**src/rtl/sync_fifo_v2.sv**
```systemverilog
// Single-clock show-ahead FIFO for any DEPTH >= 2, with occupancy count and almost-full/empty flags.
// Define SYNC_FIFO_V2_ERR_EN to add sticky overflow/underflow flags and the err_clr port.
module sync_fifo_v2 #(
   parameter  int unsigned WIDTH    = 8,
   parameter  int unsigned DEPTH    = 2,
   parameter  int unsigned AF_LEVEL = DEPTH - 1,
   parameter  int unsigned AE_LEVEL = 1,
   localparam int unsigned CNT_W    = $clog2(DEPTH + 1),
   localparam int unsigned PTR_W    = $clog2(DEPTH)
) (
   input  logic             clk,
   input  logic             rst,
   input  logic             wen,
   input  logic [WIDTH-1:0] data_in,
   input  logic             ren,
   output logic [WIDTH-1:0] data_out,
   output logic             full,
   output logic             empty,
   output logic             almost_full,
   output logic             almost_empty,
   output logic [CNT_W-1:0] count
`ifdef SYNC_FIFO_V2_ERR_EN
   ,input  logic            err_clr
   ,output logic            overflow
   ,output logic            underflow
`endif
);

   logic [WIDTH-1:0] r_mem [DEPTH];
   logic [PTR_W-1:0] r_wr_ptr;
   logic [PTR_W-1:0] r_rd_ptr;
   logic [CNT_W-1:0] r_count;

   logic [PTR_W-1:0] w_wr_ptr_nxt;
   logic [PTR_W-1:0] w_rd_ptr_nxt;
   logic [CNT_W-1:0] w_count_nxt;
   logic             w_full;
   logic             w_empty;
   logic             w_wr_acc;
   logic             w_rd_acc;

   assign w_full   = (r_count == CNT_W'(DEPTH));
   assign w_empty  = (r_count == '0);
   // A write into a full FIFO is still taken when the head is popped on the same edge.
   assign w_wr_acc = wen & (~w_full | ren);
   assign w_rd_acc = ren & ~w_empty;

   // Next-state for pointers and occupancy; explicit wrap so non-power-of-2 depths work.
   always_comb begin
      w_wr_ptr_nxt = r_wr_ptr;
      w_rd_ptr_nxt = r_rd_ptr;
      w_count_nxt  = r_count;
      if (w_wr_acc) begin
         w_wr_ptr_nxt = (r_wr_ptr == PTR_W'(DEPTH - 1)) ? '0 : r_wr_ptr + PTR_W'(1);
      end
      if (w_rd_acc) begin
         w_rd_ptr_nxt = (r_rd_ptr == PTR_W'(DEPTH - 1)) ? '0 : r_rd_ptr + PTR_W'(1);
      end
      case ({w_wr_acc, w_rd_acc})
         2'b10:   w_count_nxt = r_count + CNT_W'(1);
         2'b01:   w_count_nxt = r_count - CNT_W'(1);
         default: w_count_nxt = r_count;
      endcase
   end

   always_ff @(posedge clk or posedge rst) begin
      if (rst) begin
         r_wr_ptr <= '0;
         r_rd_ptr <= '0;
         r_count  <= '0;
      end else begin
         r_wr_ptr <= w_wr_ptr_nxt;
         r_rd_ptr <= w_rd_ptr_nxt;
         r_count  <= w_count_nxt;
      end
   end

   // Storage is not reset; entries outside [rd_ptr, wr_ptr) are never observed.
   always_ff @(posedge clk) begin
      if (w_wr_acc) begin
         r_mem[r_wr_ptr] <= data_in;
      end
   end

   assign data_out     = w_empty ? '0 : r_mem[r_rd_ptr];
   assign full         = w_full;
   assign empty        = w_empty;
   assign almost_full  = (r_count >= CNT_W'(AF_LEVEL));
   assign almost_empty = (r_count <= CNT_W'(AE_LEVEL));
   assign count        = r_count;

`ifdef SYNC_FIFO_V2_ERR_EN
   logic r_overflow;
   logic r_underflow;
   logic w_ovf_set;
   logic w_unf_set;

   // A read paired with an accepted write on an empty FIFO is not an underflow.
   assign w_ovf_set = wen & w_full & ~ren;
   assign w_unf_set = ren & w_empty & ~wen;

   // Sticky flags; a new error event takes priority over err_clr.
   always_ff @(posedge clk or posedge rst) begin
      if (rst) begin
         r_overflow  <= 1'b0;
         r_underflow <= 1'b0;
      end else begin
         if (w_ovf_set) begin
            r_overflow <= 1'b1;
         end else if (err_clr) begin
            r_overflow <= 1'b0;
         end
         if (w_unf_set) begin
            r_underflow <= 1'b1;
         end else if (err_clr) begin
            r_underflow <= 1'b0;
         end
      end
   end

   assign overflow  = r_overflow;
   assign underflow = r_underflow;
`endif

endmodule

```
**config.mk**
```make
export PLATFORM = sky130hd
export DESIGN_NAME = sync_fifo_v2
export DESIGN_NICKNAME = d
export VERILOG_FILES = /design/src/rtl/sync_fifo_v2.sv
export SDC_FILE = /design/constraint.sdc
export NUM_CORES = 1
export LEC_CHECK = 0
export BUFFER_PORTS_ARGS = -buffer_cell sky130_fd_sc_hd__clkbuf_2
export CORE_AREA = 2 2 64 48
export CTS_CLUSTER_DIAMETER = 200
export DETAILED_ROUTE_END_ITERATION = 7
export DIE_AREA = 0 0 66 50
export HOLD_SLACK_MARGIN = 0.12
export SLEW_MARGIN = 15
export SYNTH_ARGS = -nofsm -noshare
export SYNTH_HDL_FRONTEND = slang
export SYNTH_SLANG_ARGS = --single-unit
```
**constraint.sdc**
```tcl
create_clock -name clk -period 1.5 [get_ports clk]
set_input_delay 0.15 -clock clk [delete_from_list [all_inputs] [get_ports clk]]
set_output_delay 0.15 -clock clk [all_outputs]
set_load 0.005 [all_outputs]
```
==> results_dict.tcl <==
set metrics [dict create \
    port_buffers 25 \
    synth-seq-cells 20 \
    die_h_um 50 \
    post-route-util_pct 47.8 \
    power_frac_comb_pct 46.2 \
    dieArea_mm2 0.00330 \
    p_per_area_mw_per_mm2 1790 \
    crit_fanout 8 \
    worst_clock_skew_ns 0.00209 \
    antenna_found_initial 0 \
    cpMaxStageDelayCell "dfrtp_1" \
    path_cells "buf_6 > ha_4 > inv_1 > o21ai_4 > nor2_1 > buf_6" \
    max-clock-path-buffers 2 \
    overflow 0 \
    pwr-share-clk_pct 14.6 \
    hold_path_end "r_wr_ptr" \
    min_period_ns 1.44 \
    finalMaxSlewViolations 0 \
    ff2ff_path_depth 6 \
    syn_nets 77 \
    tns_ns 0 \
    track_usage_pct 11.0 \
    postRouteAntennaNets 0 \
    worst-setup-path-type "flip-flop to flip-flop" \
    nFillCells 259 \
    worstPathRequired_ns 1.47 \
    netlist_area_um2 886 \
    regToRegEndpoint "r_mem[1][7]" \
    switchingPower_w 0.000772 \
    seq_area_um2 582 \
    syn-mean-instance-area_um2 14.8 \
    worst_pin_slew_ns 0.309 \
    drc 0 \
    synth.largest_area_cell "edfxtp_1" \
    drive_above_1_share_pct 44.1 \
    area_delta_synth_final_pct 44.6 \
    routedWlPerCell_um 12.2 \
    cts_root_buffer "clkbuf_8" \
    internal_power_w 0.00152 \
    finish.net_count 121 \
    antenna_cells 0 \
    hpwl_um 1110 \
    grt_first_pass_wirelength_um 2550 \
    crit_top_cell "buf_6" \
    dr_total_vias 562 \
    rows 16 \
    yosysTopAreaCellShare_pct 54.2 \
    hold_depth 3 \
    hold_path_class "input pin to flip-flop" \
    hold_viol_final 0 \
    power_frac_seq_pct 39.2 \
    yosysWarnings 0 \
    sw_frac_of_total_pct 33.7 \
    routed_via_density 4.07 \
    drt_iter0_markers 5 \
    cts_tree "built" \
    drt_pass1_iterations 4 \
    r2r_start "count[1]" \
    grt_max_degree 11 \
    synth_cell_type_count 14 \
    outcome "finished clean" \
    ff2ff_setup_slack_ns 0.06 \
    setup_viol 0 \
    postLayoutSetupSlackWorst_ns 0.0553 \
    drv_cap 0 \
    die_width_um 66 \
    htreeDepth 1 \
    ios 26 \
    arrival_ns 1.41 \
    yosysSeqAreaShare_pct 65.5 \
    clkTransAtPathRegs_ns 0.07 \
    cts_buffers 3 \
    grt_pass1_vias 572 \
    routabilityCongestion 0.727 \
    max_stage_delay_ns 0.41 \
    synth_area_leaders "edfxtp_1 (54%), dfrtp_1 (11%), mux2i_1 (9.0%), ha_1 (7.1%), nor2_1 (4.2%)" \
    p_leak_nw 0.558 \
    fp.coreArea_mm2 0.00268 \
    critPathLaunchType "flip-flop" \
    maxSlewHeadroom_pct 79.4 \
    pre_cts_slack_ns 0.0386 \
    start_util_pct 33.0 \
    final_cell_mix "clkbuf_2 (25), edfxtp_1 (16), nor2_1 (9), dlygate4sd3_1 (9), mux2i_1 (8)" \
    post-route-period-util_pct 96.3 \
    postSynthCellCount 60 \
    final_common_cell "clkbuf_2" \
    fmax_mhz 692 \
    multi_input_area_um2 308 \
    hp-start "wen" \
    vdd_drop_max_v 0.000921 \
    crit_path_end_kind "flip-flop" \
    clk_latency_ns 0.25 \
    cts_sinks 20 \
    routed_wl_um 1680 \
]
[logic make-up (layout without fill, tap and decap cells)]
| family | Yosys count | in the layout | synth area share, % |
|---|---|---|---|
| buffers and inverters | 8 | 50 | 5.08 |
| DFF | 20 | 20 | 65.5 |
| adders and majority gates | 5 | 5 | 7.06 |
| muxes | 8 | 8 | 9.04 |
| xor gates and xnor gates | 4 | 4 | 4.80 |
| AOI/OAI and AO/OA | 2 | 2 | 1.55 |
| and+or+nand+nor | 13 | 13 | 6.92 |
[what timing repair did]
action                                  in CTS  in global routing
endpoints found under the setup margin       9                 27
setup buffers                                1                  2
pin swaps                                    0                  3
hold buffers                                 9                  0
resized for setup                            1                 13
hold endpoints to repair                    20                  0
[cell type report]
cell class              count  share of cell area [%]
inverters                   6                    1.76
well taps                  36                    3.52
flip-flops and latches     20                    45.4
repair buffers             41                    22.1
multi-input cells          32                    24.0
clock buffers               3                    3.22
[Yosys cell counts, drive strengths merged]
library cell	instances
dfrtp	4
xnor2	3
nand2b	1
ha	5
edfxtp	16
mux2i	8
nor2	10
buf	2
inv	6
nor2b	1
nand2	1
xor2	1
o21ai	2
[worst max path at each step]
stage	end	startpoint	cells past startpoint
after global placement	count[1]	count[0]	7
after detailed placement	count[1]	count[0]	7
after global routing	count[1]	count[0]	7
final	r_mem[1][7]	count[1]	6
after CTS	data_out[0]	count[0]	5
after floorplan	r_mem[1][0]	count[0]	5
[per-stage QoR]
step | power, W | hold WS [ns] | instances | instance area, um2
after floorplan | 0.00143 | -0.0839 | 60 | 886
after global routing | 0.00246 | 0.220 | 138 | 1280
after global placement | 0.00176 | 0.0259 | 123 | 1060
final | 0.00229 | 0.198 | 138 | 1280
after CTS | 0.00216 | 0.182 | 136 | 1200
after detailed placement | 0.00178 | 0.0321 | 123 | 1060
[metal layers]
| metal | global-route usage, % | vias to the layer above | part of all wire [%] |
|---|---|---|---|
| met5 | 0 | - | 0 |
| met3 | 4.79 | 0 | 5.7 |
| li1 | - | 284 | - |
| met2 | 19.5 | 18 | 52 |
| met4 | 2.04 | 0 | 0 |
| met1 | 12.2 | 260 | 42 |
[state kept, by name, summed over array words and instances (netlist names)]
| register | cells |
|---|---|
| r_rd_ptr | 1 |
| r_wr_ptr | 1 |
| r_mem | 16 |
| count | 2 |
[power by group through the flow]
stage	clock network, W	logic [W]	registers (W)
2_1_floorplan	0	0.000593	0.000840
3_3_place_gp	0	0.000858	0.000897
3_5_place_dp	0	0.000876	0.000905
4_1_cts	0.000347	0.000925	0.000886
5_1_grt	0.000373	0.00118	0.000914
6_report	0.000336	0.00106	0.000898
[critical path: cells and delay by family, from the launching register on]
kind                       cells  cell delay (ns)
buffers and inverters          3             0.39
adders and majority gates      1             0.15
and+or+nand+nor                1             0.12
AOI/OAI and AO/OA              1             0.09
DFF                            1             0.41
No activity file was read; power rests on OpenSTA's default activity.
